--- src/rtl/mul_div_iter_pkg.sv ---
// Shared op and state encodings for the iterative multiply/divide unit.
// The CPU control unit imports the same op constants when it issues start.
package mul_div_iter_pkg;

    localparam logic [1:0] OP_MULTU = 2'b00;
    localparam logic [1:0] OP_MULT  = 2'b01;
    localparam logic [1:0] OP_DIVU  = 2'b10;
    localparam logic [1:0] OP_DIV   = 2'b11;

    localparam logic [1:0] ST_IDLE = 2'd0;
    localparam logic [1:0] ST_CALC = 2'd1;
    localparam logic [1:0] ST_SIGN = 2'd2;
    localparam logic [1:0] ST_DONE = 2'd3;

    typedef struct packed {
        logic is_div;
        logic is_signed;
    } md_op_t;

    function automatic md_op_t decode_op(input logic [1:0] op);
        md_op_t d;
        d.is_div    = (op == OP_DIVU) || (op == OP_DIV);
        d.is_signed = (op == OP_MULT) || (op == OP_DIV);
        return d;
    endfunction

endpackage

--- src/rtl/mul_div_iter_abs_neg.sv ---
// Conditional two's-complement negate; used for operand magnitudes and result sign fix-up.
module md_abs_neg
    import mul_div_iter_pkg::*;
#(
    parameter int WIDTH = 32
)
(
    input  logic             neg,
    input  logic [WIDTH-1:0] a,
    output logic [WIDTH-1:0] y
);

    always_comb begin
        y = neg ? (~a + {{(WIDTH-1){1'b0}}, 1'b1}) : a;
    end

endmodule

--- src/rtl/mul_div_iter.sv ---
// Iterative WIDTH-bit multiply/divide unit: shift-add multiply and restoring divide
// sharing one (WIDTH+1)-bit adder, with a registered HI/LO result and a done strobe.
//
// state   | meaning
// --------+---------------------------------------------------------------
// ST_IDLE | waiting for start; operands, magnitudes and signs latched here
// ST_CALC | one multiply or divide iteration per edge, count runs down to 0
// ST_SIGN | apply result signs and write HI/LO
// ST_DONE | done strobe for one cycle, busy still high
module mul_div_iter
    import mul_div_iter_pkg::*;
#(
    parameter int WIDTH = 32
)
(
    input  logic             CLK,
    input  logic             RST,
    input  logic             start,
    input  logic [1:0]       op,
    input  logic [WIDTH-1:0] A,
    input  logic [WIDTH-1:0] B,
    output logic             busy,
    output logic             done,
    output logic [WIDTH-1:0] HI,
    output logic [WIDTH-1:0] LO
);

    localparam int CNT_W = $clog2(WIDTH);

    logic [1:0]         state_r;
    logic               div_r;
    logic               res_neg_r;
    logic               rem_neg_r;
    logic [CNT_W-1:0]   count_r;
    logic [WIDTH-1:0]   hi_r;
    logic [WIDTH-1:0]   lo_r;
    logic [WIDTH-1:0]   b_r;

    md_op_t             op_dec;
    logic               a_neg;
    logic               b_neg;
    logic               div_by_zero;
    logic [WIDTH-1:0]   mag_a;
    logic [WIDTH-1:0]   mag_b;

    logic [WIDTH:0]     add_a;
    logic [WIDTH:0]     add_b;
    logic               add_cin;
    logic [WIDTH:0]     add_sum;
    logic               q_bit;

    logic [2*WIDTH-1:0] prod_fix;
    logic [WIDTH-1:0]   rem_fix;
    logic [WIDTH-1:0]   res_hi;
    logic [WIDTH-1:0]   res_lo;

    always_comb begin
        op_dec      = decode_op(op);
        a_neg       = op_dec.is_signed & A[WIDTH-1];
        b_neg       = op_dec.is_signed & B[WIDTH-1];
        div_by_zero = op_dec.is_div & (B == '0);
    end

    // Most-negative input yields 2^(WIDTH-1), which fits the unsigned magnitude.
    md_abs_neg #(.WIDTH(WIDTH)) u_abs_a (.neg(a_neg), .a(A), .y(mag_a));
    md_abs_neg #(.WIDTH(WIDTH)) u_abs_b (.neg(b_neg), .a(B), .y(mag_b));

    // Divide: trial subtract of the divisor from the shifted partial remainder.
    // Multiply: add the multiplicand into the upper half when the low multiplier bit is set.
    always_comb begin
        add_a   = '0;
        add_b   = '0;
        add_cin = 1'b0;
        if (div_r) begin
            add_a   = {hi_r, lo_r[WIDTH-1]};
            add_b   = ~{1'b0, b_r};
            add_cin = 1'b1;
        end else begin
            add_a   = {1'b0, hi_r};
            add_b   = lo_r[0] ? {1'b0, b_r} : '0;
        end
        add_sum = add_a + add_b + {{WIDTH{1'b0}}, add_cin};
        q_bit   = ~add_sum[WIDTH];
    end

    // The low half of a 2W negate equals the W-bit negate, so the quotient reuses it.
    md_abs_neg #(.WIDTH(2*WIDTH)) u_fix_prod (.neg(res_neg_r), .a({hi_r, lo_r}), .y(prod_fix));
    md_abs_neg #(.WIDTH(WIDTH))   u_fix_rem  (.neg(rem_neg_r), .a(hi_r),         .y(rem_fix));

    always_comb begin
        res_hi = div_r ? rem_fix : prod_fix[2*WIDTH-1:WIDTH];
        res_lo = prod_fix[WIDTH-1:0];
    end

    always_ff @(posedge CLK or posedge RST) begin
        if (RST) begin
            state_r   <= ST_IDLE;
            div_r     <= 1'b0;
            res_neg_r <= 1'b0;
            rem_neg_r <= 1'b0;
            count_r   <= '0;
            hi_r      <= '0;
            lo_r      <= '0;
            b_r       <= '0;
            HI        <= '0;
            LO        <= '0;
        end else begin
            case (state_r)
                ST_IDLE: begin
                    if (start) begin
                        if (div_by_zero) begin
                            HI      <= A;
                            LO      <= '1;
                            state_r <= ST_DONE;
                        end else begin
                            div_r     <= op_dec.is_div;
                            res_neg_r <= a_neg ^ b_neg;
                            rem_neg_r <= a_neg;
                            hi_r      <= '0;
                            lo_r      <= mag_a;
                            b_r       <= mag_b;
                            count_r   <= CNT_W'(WIDTH-1);
                            state_r   <= ST_CALC;
                        end
                    end
                end
                ST_CALC: begin
                    if (div_r) begin
                        hi_r <= q_bit ? add_sum[WIDTH-1:0] : add_a[WIDTH-1:0];
                        lo_r <= {lo_r[WIDTH-2:0], q_bit};
                    end else begin
                        hi_r <= add_sum[WIDTH:1];
                        lo_r <= {add_sum[0], lo_r[WIDTH-1:1]};
                    end
                    if (count_r == '0) begin
                        state_r <= ST_SIGN;
                    end else begin
                        count_r <= count_r - 1'b1;
                    end
                end
                ST_SIGN: begin
                    HI      <= res_hi;
                    LO      <= res_lo;
                    state_r <= ST_DONE;
                end
                ST_DONE: begin
                    state_r <= ST_IDLE;
                end
                default: begin
                    state_r <= ST_IDLE;
                end
            endcase
        end
    end

    always_comb begin
        busy = (state_r != ST_IDLE);
        done = (state_r == ST_DONE);
    end

endmodule
--- config.mk ---
export PLATFORM = sky130hd
export DESIGN_NAME = mul_div_iter
export DESIGN_NICKNAME = d
export VERILOG_FILES = /design/src/rtl/mul_div_iter_pkg.sv /design/src/rtl/mul_div_iter_abs_neg.sv /design/src/rtl/mul_div_iter.sv
export SDC_FILE = /design/constraint.sdc
export NUM_CORES = 1
export LEC_CHECK = 0
export ABC_AREA = 0
export ABC_CLOCK_PERIOD_IN_PS = 5800
export CORE_MARGIN = 4
export CORE_UTILIZATION = 53
export DETAILED_ROUTE_END_ITERATION = 16
export PLACE_DENSITY = 0.83
export SYNTH_ARGS = -nofsm -noshare
export SYNTH_HDL_FRONTEND = slang
export SYNTH_SLANG_ARGS = --single-unit
--- constraint.sdc ---
create_clock -name CLK -period 5.8 [get_ports CLK]
set_clock_uncertainty 0.1 [all_clocks]
set_input_delay 0.87 -clock CLK [delete_from_list [all_inputs] [get_ports CLK]]
set_output_delay 0.87 -clock CLK [all_outputs]
set_load 0.01 [all_outputs]
-- Yosys cells after proc, flatten, opt, wreduce, memory -nomap -nowiden
Cells that the tools add are included.
- bits in registers: 170
- output and inout port bits: 66
- bits of input ports: 69
- word-level logic and storage cells: 84
- bitwise operators: 11
- add/sub/neg operators: 7
- equal/unequal tests: 11
- reductions and logical operators: 13
- muxes and demuxes: 32
- operator list (operator ; count):
    2-to-1 mux 32 bit ; 16
    case mux 32 bit (2 select lines) ; 4
    adder 32 x 1 -> 32 bit (second input constant) ; 3
    inverter 32 bit ; 3
    2-to-1 mux 33 bit ; 2
    adder 64 x 1 -> 64 bit (second input constant) ; 1
    2-to-1 mux 64 bit ; 1
    inverter 64 bit ; 1
    adder 33 x 1 -> 33 bit ; 1
    adder 33 bit ; 1
    inverter 32 -> 33 bit ; 1
    zero test 32 bit ; 1
    2-to-1 mux 5 bit ; 3
    != test 2 bit (second input constant) ; 5
    case mux 5 bit (2 select lines) ; 1
    AND reduction 3 bit ; 3
    equality test 2 bit (second input constant) ; 4
    case mux 2 bit (4 select lines) ; 1
    2-to-1 mux 2 bit ; 3
    nonzero test 2 bit ; 3
    zero test 5 bit ; 1
    subtractor 5 x 1 -> 5 bit (second input constant) ; 1
    equality test 2 x 1 -> 1 bit (second input constant) ; 2
    AND reduction 4 bit ; 1
    7 further kinds ; 11

-- Depth between registers and ports, before layout
- word-level depth: 7
- gate-level depth with buffers: 19
- mapped depth without buffers: 15

-- Modules after synthesis
From an unflattened synthesis, not the netlist that was laid out.
- cell total of the unflattened synthesis: 1831
- area, all modules: 15212.1 µm²
- modules (own cells, without submodules) (module ; area each (µm²) ; cells an instance ; sequential area each (µm²) ; times used):
    mul_div_iter ; 11232.0 ; 1328 ; 4254.1 ; 1
    md_abs_neg at u_abs_a ... ; 777.0 ; 99 ; 0.0 ; 3
    md_abs_neg at u_fix_prod ; 1649.1 ; 206 ; 0.0 ; 1

-- Least setup slack after synthesis
No wires, ideal clock.
- kind: register to register
- start point: register div_r
- end point: register hi_r[1]
- setup slack: 1.090 ns
- library setup time: 0.126 ns
- arrival: 4.484 ns
- period minus slack after synthesis: 4.710 ns
- data required time: 5.574 ns
- buffers on the path: 5
- cell stages (with the launch flop): 19
- cells stage by stage: dfrtp_1 > clkbuf_1 > buf_1 > clkbuf_1 > clkbuf_1 > nand2_1 > o21ai_0 > fa_1 > inv_1 > fa_1 > nand2b_1 > a21oi_1 > o21ai_1 > o21ai_2 > a2111oi_4 > or3_1 > buf_4 > mux2i_1 > a221o_1
- longest elaborated chain between the ends: 6
- elaborated cells on any way between the ends: 8
- those cells by class: add/sub (2); mux (6)
- ends and longest elaborated chain (item ; RTL line ; text):
    from (decl) ; mul_div_iter.sv:31 ; logic div_r;
    from (signal assigned) ; mul_div_iter.sv:116 ; div_r <= op_dec.is_div;
    2-to-1 mux 33 bit ; mul_div_iter.sv:74 ; if (div_r) begin
    adder 33 bit ; mul_div_iter.sv:82 ; add_sum = add_a + add_b + {{WIDTH{1'b0}}, add_cin};
    adder 33 x 1 -> 33 bit ; mul_div_iter.sv:82 ;
    2-to-1 mux 32 bit ; mul_div_iter.sv:129 ; hi_r <= q_bit ? add_sum[WIDTH-1:0] : add_a[WIDTH-1:0];
    2-to-1 mux 32 bit * ; mul_div_iter.sv:128 ; if (div_r) begin
    case mux 32 bit (2 select lines) * ; mul_div_iter.sv:108 ; case (state_r)
    to (signal assigned) ; mul_div_iter.sv:129 ;
    to (signal assigned) ; mul_div_iter.sv:132 ; hi_r <= add_sum[WIDTH:1];
    to (decl) ; mul_div_iter.sv:35 ; logic [WIDTH-1:0] hi_r;
Every way passes the cells marked *; elsewhere a longest branch is shown, timed or not.
A chain may end at the register's enable or synchronous reset.

-- Worst setup path in the final report
- start point: register div_r
- end point: register hi_r[0]
Same word-level chain as after synthesis.

==> results.json <==
{
  "status": "finished, final reports clean",
  "ant_nets": 0,
  "setup_viol": 0,
  "startpoint": "div_r$_DFFE_PP0P_",
  "yosys_warnings": 0,
  "path_class": "reg2reg",
  "worstReg2RegStart": "div_r$_DFFE_PP0P_",
  "drive_gt1_frac": 0.0806,
  "critPathSlowestCell": "dfrtp_4",
  "slew_violations": 0,
  "tns_ns": 0,
  "drt-vias-per-instance": 6.36,
  "insertion_delay_ns": 0.45,
  "fin_hold_ws_ns": 0.388,
  "synth_top_area_share": 0.313,
  "grt_max_degree": 85,
  "h-tree-depth": 4,
  "crit_path_end_kind": "flop",
  "root_buffer": "clkbuf_16",
  "fin_area_sq_um": 15500,
  "cts_resized": 0,
  "rsz0062_at_grt": "no",
  "yosys.area_share.simple": 0.191,
  "wl_per_cell_microns": 19.7,
  "final_cells": 2030,
  "async_reset_ff_frac": 1.00,
  "cts_hold_buf": 0,
  "place.gp.congestion": 0.960,
  "layout_commonest_cell": "nand2_1",
  "layout_setup_ws_ns": 0.807,
  "cts_made_buffers": 17,
  "crit_buf_inv": 4,
  "cp.depth": 15,
  "place_area_sq_um": 14900,
  "rows": 58,
  "overflow": 0,
  "synthXorXnorAreaFrac": 0.0921,
  "fin_total_pwr_mw": 10.2,
  "drc_errors": 0,
  "max_slew_margin": 0.177,
  "endpoint": "hi_r[0]$_DFFE_PP0P_",
  "synth_area_sq_um": 13600,
  "initial_core_util": 0.540,
  "drt-pass1-iter-count": 6,
  "nets": 1800,
  "synth-compound-area-share": 0.242,
  "die-area_sq_um": 28300,
  "yosys_register_bits": 170,
  "netlist_instances": 1644,
  "muxShareOfSynthArea": 0.0687,
  "route.vias.total": 12900,
  "antenna_found_initial": 0,
  "crit_path_max_incr_delay_ns": 0.70,
  "synthesis.nets": 1757,
  "cap_violations": 0,
  "p_leak_nw": 6.20,
  "placedCellCount": 1998,
  "finalHoldViolCount": 0,
  "r2r_cells": 15,
  "crit_fanout": 33,
  "max_freq_mhz": 200,
  "path_clk_slew_ns": 0.07,
  "post-route-period-util": 0.861,
  "die-height_microns": 168,
  "dp_hpwl_microns": 30000,
  "synth_fa_ha_area_frac": 0.0416,
  "postCtsSetupBuffers": 0,
  "io_buffers": 134,
  "reg2reg_slack_ns": 0.81,
  "dr.first_iter.drc_count": 1691,
  "worst_slew_pin_slew_ns": 1.23,
  "fillers": 2159,
  "insertedDiodeCount": 0,
  "cp_cell_sequence": "inv_1, buf_4, o21ai_0, fa_1, inv_1, fa_1, nand2b_1, a21oi_1, o21ai_1, o21ai_2, a2111oi_4, nor3_1, buf_4, mux2i_1, o221ai_1",
  "die_width_microns": 168,
  "grt_pass1_wl_microns": 64000,
  "cp_data_arrival_time_ns": 5.18,
  "final_cell_mix": "219 x nand2_1, 214 x o21ai_0, 169 x dfrtp_1, 134 x clkdlybuf4s50_1, 96 x a21oi_1",
  "synth_edf_count": 0,
  "ios": 135,
  "synth_top_family_by_area": "compound AO/OA/AOI/OAI gates",
  "power.density_nw_per_um2": 655,
  "required_ns": 5.98,
  "netlist-cell-type-count": 89,
  "wl_microns": 40000,
  "hold_path.class": "reg2reg",
  "cts_tree": "done",
  "cts_sinks": 170,
  "crit_family": "compound AO/OA/AOI/OAI gates",
  "coreArea_sq_um": 25200,
  "timing.rr.end": "hi_r[0]$_DFFE_PP0P_",
  "irDropWorstVdd_mv": 0.310,
  "finalCriticalPeriod_ns": 4.99,
  "yosysSeqAreaShare": 0.313,
  "ys.flop_type": "dfrtp_1",
  "synth.area.top_cells": "dfrtp_1 31%, o21ai_0 7.9%, nand2_1 6.0%",
  "track_usage": 0.276,
  "postSynthAreaPerCell_sq_um": 8.27,
  "grt_pass1_vias": 11900,
  "cts.path.max_buffers": 2,
  "area_growth_pct": 14.1,
  "utilization": 0.616,
  "worstSetupStartpointType": "flop",
  "pre_cts_ws_ns": 0.780,
  "yosysTopAreaCell": "dfrtp_1"
}
## state kept, by name (all words and copies together) (netlist names)
name,count
b_r,32
div_r,1
count_r,5
HI,32
hi_r,32
LO,32
res_neg_r,1
rem_neg_r,1
lo_r,32
state_r,2
## how the worst min path moves through the flow
stage | from | end | slack, ns | depth (start not counted)
global placement | HI[19]$_DFFE_PP0P_ | HI[19]$_DFFE_PP0P_ | 0.36 | 1
floorplan | count_r[0]$_DFFE_PP0P_ | count_r[0]$_DFFE_PP0P_ | 0.36 | 1
finish | HI[4]$_DFFE_PP0P_ | HI[4]$_DFFE_PP0P_ | 0.39 | 2
CTS | count_r[0]$_DFFE_PP0P_ | count_r[0]$_DFFE_PP0P_ | 0.39 | 1
detailed placement | HI[9]$_DFFE_PP0P_ | HI[9]$_DFFE_PP0P_ | 0.37 | 2
global route | HI[9]$_DFFE_PP0P_ | HI[9]$_DFFE_PP0P_ | 0.41 | 2
## routing by layer
metal | GRT usage | wire length [microns] | vias to the layer above
met1 | 0.384 | 17100 | 6100
met2 | 0.424 | 17600 | 660
met5 | 0 | 0 | -
met4 | 0.104 | 1490 | 0
li1 | - | - | 6049
met3 | 0.0585 | 3850 | 101
## final cells by class
cell class / instances / area (sq um) / area share
multi-input cells: 1315 / 8650 / 0.558
flip-flops and latches: 170 / 4260 / 0.274
clock inverters: 15 / 175 / 0.0113
repair buffers: 151 / 1470 / 0.0947
well taps: 330 / 413 / 0.0266
clock buffers: 17 / 425 / 0.0274
inverters: 32 / 125 / 0.00806
## cell usage after synthesis (10+ instances only)
master and count:
xnor2_1 84, nand2_1 219, o21ai_0 214, ha_1 42, o21ai_1 24, mux2_2 34, a21oi_1 96, nor3_1 34
nor2_1 78, mux2i_1 55, dfrtp_1 170, nand3_1 30, and3_1 13, o211ai_1 17, buf_2 24, clkbuf_1 79
nand4_1 12, a31oi_1 30, o31ai_1 22, or4_1 14, inv_1 32, nor3b_1 17, o41ai_1 13, nand2b_1 17
o22a_1 18, xor2_1 59, a21o_1 10, nor4_1 13
## worst min-delay path: stages (launching register included)
cell     delay [ns]
dfrtp_1        0.35
nand2_1        0.05
o21ai_0        0.06
## logic make-up (layout without fill, tap and decap cells)
family / count (synthesis) / in the layout
buffers and inverters: 159 / 215
muxes: 89 / 89
xor gates and xnor gates: 143 / 143
adders and majority gates: 44 / 44
AOI/OAI and AO/OA: 526 / 526
and+or+nand+nor: 513 / 513
DFF: 170 / 170
## power by group
part	switching (mW)	leakage (nW)	internal, mW
Sequential	0.662	2.02	1.70
Clock	0.582	0.289	0.584
Combinational	3.95	3.90	2.69
Total	5.19	6.20	4.98
(Power assumes the default switching activity.)
